## config.mk

```make
export PLATFORM = sky130hd
export DESIGN_NAME = reg_file_mp
export DESIGN_NICKNAME = d
export VERILOG_FILES = /design/src/rtl/reg_file_pkg.sv /design/src/rtl/rf_scoreboard.sv /design/src/rtl/reg_file_mp.sv
export SDC_FILE = /design/constraint.sdc
export NUM_CORES = 2
export LEC_CHECK = 0
export CORE_AREA = 8 8 439 441
export DETAILED_ROUTE_END_ITERATION = 10
export DIE_AREA = 0 0 447 449
export GPL_TIMING_DRIVEN = 0
export HOLD_SLACK_MARGIN = 0.06
export PLACE_DENSITY = 0.54
export SLEW_MARGIN = 15
export SYNTH_ARGS = -nofsm -noshare
export SYNTH_HDL_FRONTEND = slang
export SYNTH_SLANG_ARGS = --single-unit
```

## constraint.sdc

```tcl
create_clock -name clk -period 3.15 [get_ports clk]
set_input_delay 0.63 -clock clk [delete_from_list [all_inputs] [get_ports clk]]
set_output_delay 0.63 -clock clk [all_outputs]
set_load 0.005 [all_outputs]
```

## src/rtl/reg_file_pkg.sv

```systemverilog
// Shared constants and helpers for the multi-port integer register file.
package reg_file_pkg;

  localparam int REG_BIT_WIDTH_D = 32;
  localparam int NUM_OF_REGS_D   = 32;
  localparam int ZERO_REG        = 0;

  function automatic int rf_addr_w(input int n);
    return $clog2(n);
  endfunction

endpackage

```

## src/rtl/rf_scoreboard.sv

```systemverilog
// Per-register pending-write scoreboard; reservations from issue, releases from writeback.
module rf_scoreboard
  import reg_file_pkg::*;
#(
  parameter int  NUM_OF_REGS = NUM_OF_REGS_D,
  localparam int ADDR_W      = rf_addr_w(NUM_OF_REGS)
) (
  input  logic                   clk,
  input  logic                   rst,
  input  logic                   i_set_en,
  input  logic [ADDR_W-1:0]      i_set_addr,
  input  logic [NUM_OF_REGS-1:0] i_clr,
  output logic [NUM_OF_REGS-1:0] o_busy
);

  logic [NUM_OF_REGS-1:0] r_busy;

  // A set wins over a clear on the same edge: the reservation belongs to the newer instruction.
  always_ff @(posedge clk or negedge rst) begin
    if (!rst) begin
      r_busy <= '0;
    end else begin
      for (int r = 0; r < NUM_OF_REGS; r++) begin
        if (r == ZERO_REG) begin
          r_busy[r] <= 1'b0;
        end else if (i_set_en && (i_set_addr == ADDR_W'(r))) begin
          r_busy[r] <= 1'b1;
        end else if (i_clr[r]) begin
          r_busy[r] <= 1'b0;
        end
      end
    end
  end

  assign o_busy = r_busy;

endmodule

```

## src/rtl/reg_file_mp.sv

```systemverilog
// Multi-port register file with x0 hardwired to zero and a RAW scoreboard.
// Define REG_FILE_BYPASS_EN to forward same-cycle writes onto the read ports.
module reg_file_mp
  import reg_file_pkg::*;
#(
  parameter int  REG_BIT_WIDTH = REG_BIT_WIDTH_D,
  parameter int  NUM_OF_REGS   = NUM_OF_REGS_D,
  parameter int  NUM_RD_PORTS  = 2,
  parameter int  NUM_WR_PORTS  = 1,
  localparam int ADDR_W        = rf_addr_w(NUM_OF_REGS)
) (
  input  logic                                 clk,
  input  logic                                 rst,
  input  logic [NUM_RD_PORTS*ADDR_W-1:0]       rs_addr,
  output logic [NUM_RD_PORTS*REG_BIT_WIDTH-1:0] rs_data,
  output logic [NUM_RD_PORTS-1:0]              rs_busy,
  input  logic [NUM_WR_PORTS-1:0]              rd_wr_en,
  input  logic [NUM_WR_PORTS*ADDR_W-1:0]       rd_addr,
  input  logic [NUM_WR_PORTS*REG_BIT_WIDTH-1:0] rd_data,
  input  logic                                 sb_set_en,
  input  logic [ADDR_W-1:0]                    sb_set_addr,
  output logic [NUM_OF_REGS*REG_BIT_WIDTH-1:0] regs_out
);

  logic [REG_BIT_WIDTH-1:0] r_regs   [NUM_OF_REGS];
  logic [REG_BIT_WIDTH-1:0] w_wr_val [NUM_OF_REGS];
  logic [NUM_OF_REGS-1:0]   w_wr_hit;
  logic [NUM_OF_REGS-1:0]   w_busy;

  // Later ports overwrite earlier ones, so the highest-index writer wins a collision.
  always_comb begin
    w_wr_hit = '0;
    for (int r = 0; r < NUM_OF_REGS; r++) begin
      w_wr_val[r] = '0;
    end
    for (int w = 0; w < NUM_WR_PORTS; w++) begin
      if (rd_wr_en[w] && (rd_addr[w*ADDR_W +: ADDR_W] != ADDR_W'(ZERO_REG))) begin
        w_wr_hit[rd_addr[w*ADDR_W +: ADDR_W]] = 1'b1;
        w_wr_val[rd_addr[w*ADDR_W +: ADDR_W]] = rd_data[w*REG_BIT_WIDTH +: REG_BIT_WIDTH];
      end
    end
  end

  always_ff @(posedge clk or negedge rst) begin
    if (!rst) begin
      for (int r = 0; r < NUM_OF_REGS; r++) begin
        r_regs[r] <= '0;
      end
    end else begin
      for (int r = 0; r < NUM_OF_REGS; r++) begin
        if (w_wr_hit[r]) begin
          r_regs[r] <= w_wr_val[r];
        end
      end
    end
  end

  rf_scoreboard #(
    .NUM_OF_REGS(NUM_OF_REGS)
  ) u_scoreboard (
    .clk        (clk),
    .rst        (rst),
    .i_set_en   (sb_set_en),
    .i_set_addr (sb_set_addr),
    .i_clr      (w_wr_hit),
    .o_busy     (w_busy)
  );

  for (genvar p = 0; p < NUM_RD_PORTS; p++) begin : g_rd
    logic [ADDR_W-1:0] w_idx;
    assign w_idx = rs_addr[p*ADDR_W +: ADDR_W];
`ifdef REG_FILE_BYPASS_EN
    // A hit never targets x0, so the set comparison needs no zero guard here.
    assign rs_data[p*REG_BIT_WIDTH +: REG_BIT_WIDTH] = w_wr_hit[w_idx] ? w_wr_val[w_idx] : r_regs[w_idx];
    assign rs_busy[p] = w_wr_hit[w_idx] ? (sb_set_en && (sb_set_addr == w_idx)) : w_busy[w_idx];
`else
    assign rs_data[p*REG_BIT_WIDTH +: REG_BIT_WIDTH] = r_regs[w_idx];
    assign rs_busy[p] = w_busy[w_idx];
`endif
  end

  for (genvar r = 0; r < NUM_OF_REGS; r++) begin : g_dbg
    assign regs_out[r*REG_BIT_WIDTH +: REG_BIT_WIDTH] = r_regs[r];
  end

endmodule

```

==> run metrics <==
initial DRC count 5191; Die Span Y 449 microns; Core ar. 186200 sq um; FF/Latch Area 26450 sq um; Tcrit/Tclk final 101.4%; crit end category primary output; FP Rows 159; H-tree levels 4; post-synth top area share 48.74%; synth top area cells dfrtp_1 49%, mux4_2 22%, mux2_2 20%; adder and majority cell fraction of the synthesized area 0%; clock-pin slew on the worst setup and hold paths 0.06 ns; Post-synth top flop dfrtp_1; total wire length 354500 microns; Port Buffers 1138; kind of critical path in -> out; number of global-route vias before repair 44058; Final Max Tran Viols 0; Overall Global Routing Usage 33.98%; initial antenna violation count 32; final hold viol count 0; Area after DPL 69100 sq um; Cells after Synth 3471; final hold slack 0.4065 ns; Compound-Gate Fraction of Synth Area 3.622%; first-pass GRT wire length 456800 microns; # setup viols final 16; fillers 17179; RSZ-0062 raised after global routing true; Leakage 32.54 nW; post-synth net total 3527; most frequent cells in the layout 1066 x clkdlybuf4s50_1, 1012 x dfrtp_1, 967 x mux2_2, 521 x mux4_2, 170 x clkbuf_16; Max Clock Skew 0 ns; share of cells above drive strength 1 48.09%; count of different cell masters after synthesis 38; Skew-Pair Late Insertion Delay 0.82 ns; die area 200700 sq um; worst r2r path cells 1; status complete, but fails checks; WHS Path Cells 2; CTS Buffer Depth 3; register area share after synthesis 48.74%; DR vias/cell 5.994; Max VDD drop 0.0003989 V; Pre-antenna DRT Iters 5; Worst Hold Class in -> reg; pwr dens 662.0 nW/um^2; Design Area, Final 79310 sq um; clock net sink count 1055; largest net degree at the start of global routing 145; Peak Freq 313.0 MHz; EDFF count, synth 0; WP data arrival 2.56 ns; asr flop ratio synth 100.0%; DRC Markers 0; multi-input logic area 28060 sq um; Placer Congestion 0.9867; CTS buffer count 133; Syn-to-layout area delta 46.43%; WP data required 2.52 ns; Avg WL per Cell 47.11 microns; Slew headroom 14.42%; Ports 1146; synth warn 0; most frequent CP cell buf_12; via count 45107; CP max stage delay 0.44 ns; max cap viols 0; final core occ 42.59%; Cell Chain, Critical Path clkdlybuf4s15_2 > buf_12 > nand3b_1 > buf_12 > buf_8 > buf_16 > o22ai_1 > nor4_2 > clkbuf_2; CP startpoint kind input port; die width 447 microns; Pwr Total 0.05250 W; DP Wirelength 267500 microns; largest family of logic cells by synthesized area multiplexers; Post-Synth XOR/XNOR Area 0%; Simple-Gate Fraction of Synth Area 1.783%; mux cell area share after synthesis 42.56%; minimum clock period 3.195 ns; CTS tree built; violated checks negative setup slack; Final Worst Setup Slack -0.04464 ns; Avg Inst Size Synth 15.60 sq um; total gr overflow 0; Worst Path Max Fanout 10; synthesized flop and latch total 1055; Synth Cell Area 54160 sq um; Final nets 4965; post-synth top area cell dfrtp_1; slowest CP cell nor4_2; commonest non-fill, non-tap cell in the layout clkdlybuf4s50_1; Detail Route Antenna Nets 0; clock root buffer clkbuf_16; initial core utilization 29.09%; worst-margin pin slew 1.279 ns
-- layout make-up --
cell class,instances,area share (%)
Clock inverter,42,0.7225
Inverter,5,0.02366
Multi-Input combinational cell,2009,35.37
Antenna cell,17,0.05364
Buffer,398,4.917
Timing Repair Buffer,1307,16.70
Clock buffer,197,4.919
Tap cell,2495,3.936
Sequential cell,1055,33.35
-- metrics by stage --
step	worst slack, ns	cells	setup TNS, ns
finish	-0.04464	7525	-0.2060
global route	-0.06803	7514	-0.07976
CTS	-0.1735	7447	-0.8546
detailed placement	-2.624	7116	-462.86
global placement	-49.18	7104	-
floorplan	0.4529	3471	0
-- registers in the layout, indices dropped and copies added, names as in the netlist --
| register | flops |
|---|---|
| regs_out | 1024 |
| u_scoreboard.o_busy | 31 |
-- kinds of logic after synthesis --
| logic type | after synthesis |
|---|---|
| multiplexers | 1527 |
| flip-flops | 1055 |
| buffers and inverters | 407 |
| AND/OR/NAND/NOR | 172 |
| AO/OA/AOI/OAI | 310 |
-- path summary, 6_finish.rpt --
kind / startpoint / endpoint / slack, ns
max in group asynchronous: rst / regs_out[977] / 0.25
worst max-delay path: rs_addr[4] / rs_data[12] / -0.04
worst max register to register: regs_out[236] / regs_out[236] / 2.18
worst min register to register: regs_out[18] / regs_out[18] / 0.50
min in group asynchronous: rst / regs_out[889] / 0.45
worst min-delay path: sb_set_addr[1] / u_scoreboard.o_busy[24] / 0.41
-- cells in the mapped netlist, drive strengths merged, types with 7 or more instances --
library cell and instances:
dfrtp 1055, mux2 999, mux4 521, o22ai 258, clkbuf 209, buf 193
nor4 64, nand2 32, o21ai 28, nor2 24, nand3 11, nand3b 9
a22o 8, mux2i 7, nor2b 7
-- metal layers --
metal  part of all wire [%]  vias up  GRT usage (%)
met4                    7.5        6          19.55
li1                       -    16715              -
met2                     44     2949          51.71
met5                  0.013        -              0
met1                     38    24691          42.77
met3                    9.7      746          10.40
-- power breakdown --
group          internal [W]  switching (W)  total (W)
Sequential           0.0162        0.00367     0.0198
Combinational       0.00950        0.00715     0.0167
Clock               0.00931        0.00671     0.0160
-- worst max-delay path, delay by kind of cell --
family	cells	cell delay (ns)
AND/OR/NAND/NOR	2	0.60
buffers and inverters	6	1.18
AO/OA/AOI/OAI	1	0.12
-- what timing repair did --
action                                   CTS  global route
buffers inserted                          85            58
endpoints found under the setup margin    66           295
cloned                                     9             5
pin swaps                                 66            36
hold endpoints to repair                  40             0
gates resized for setup                 1009           128
hold buffers                               2             0
(Power assumes the default switching activity.)
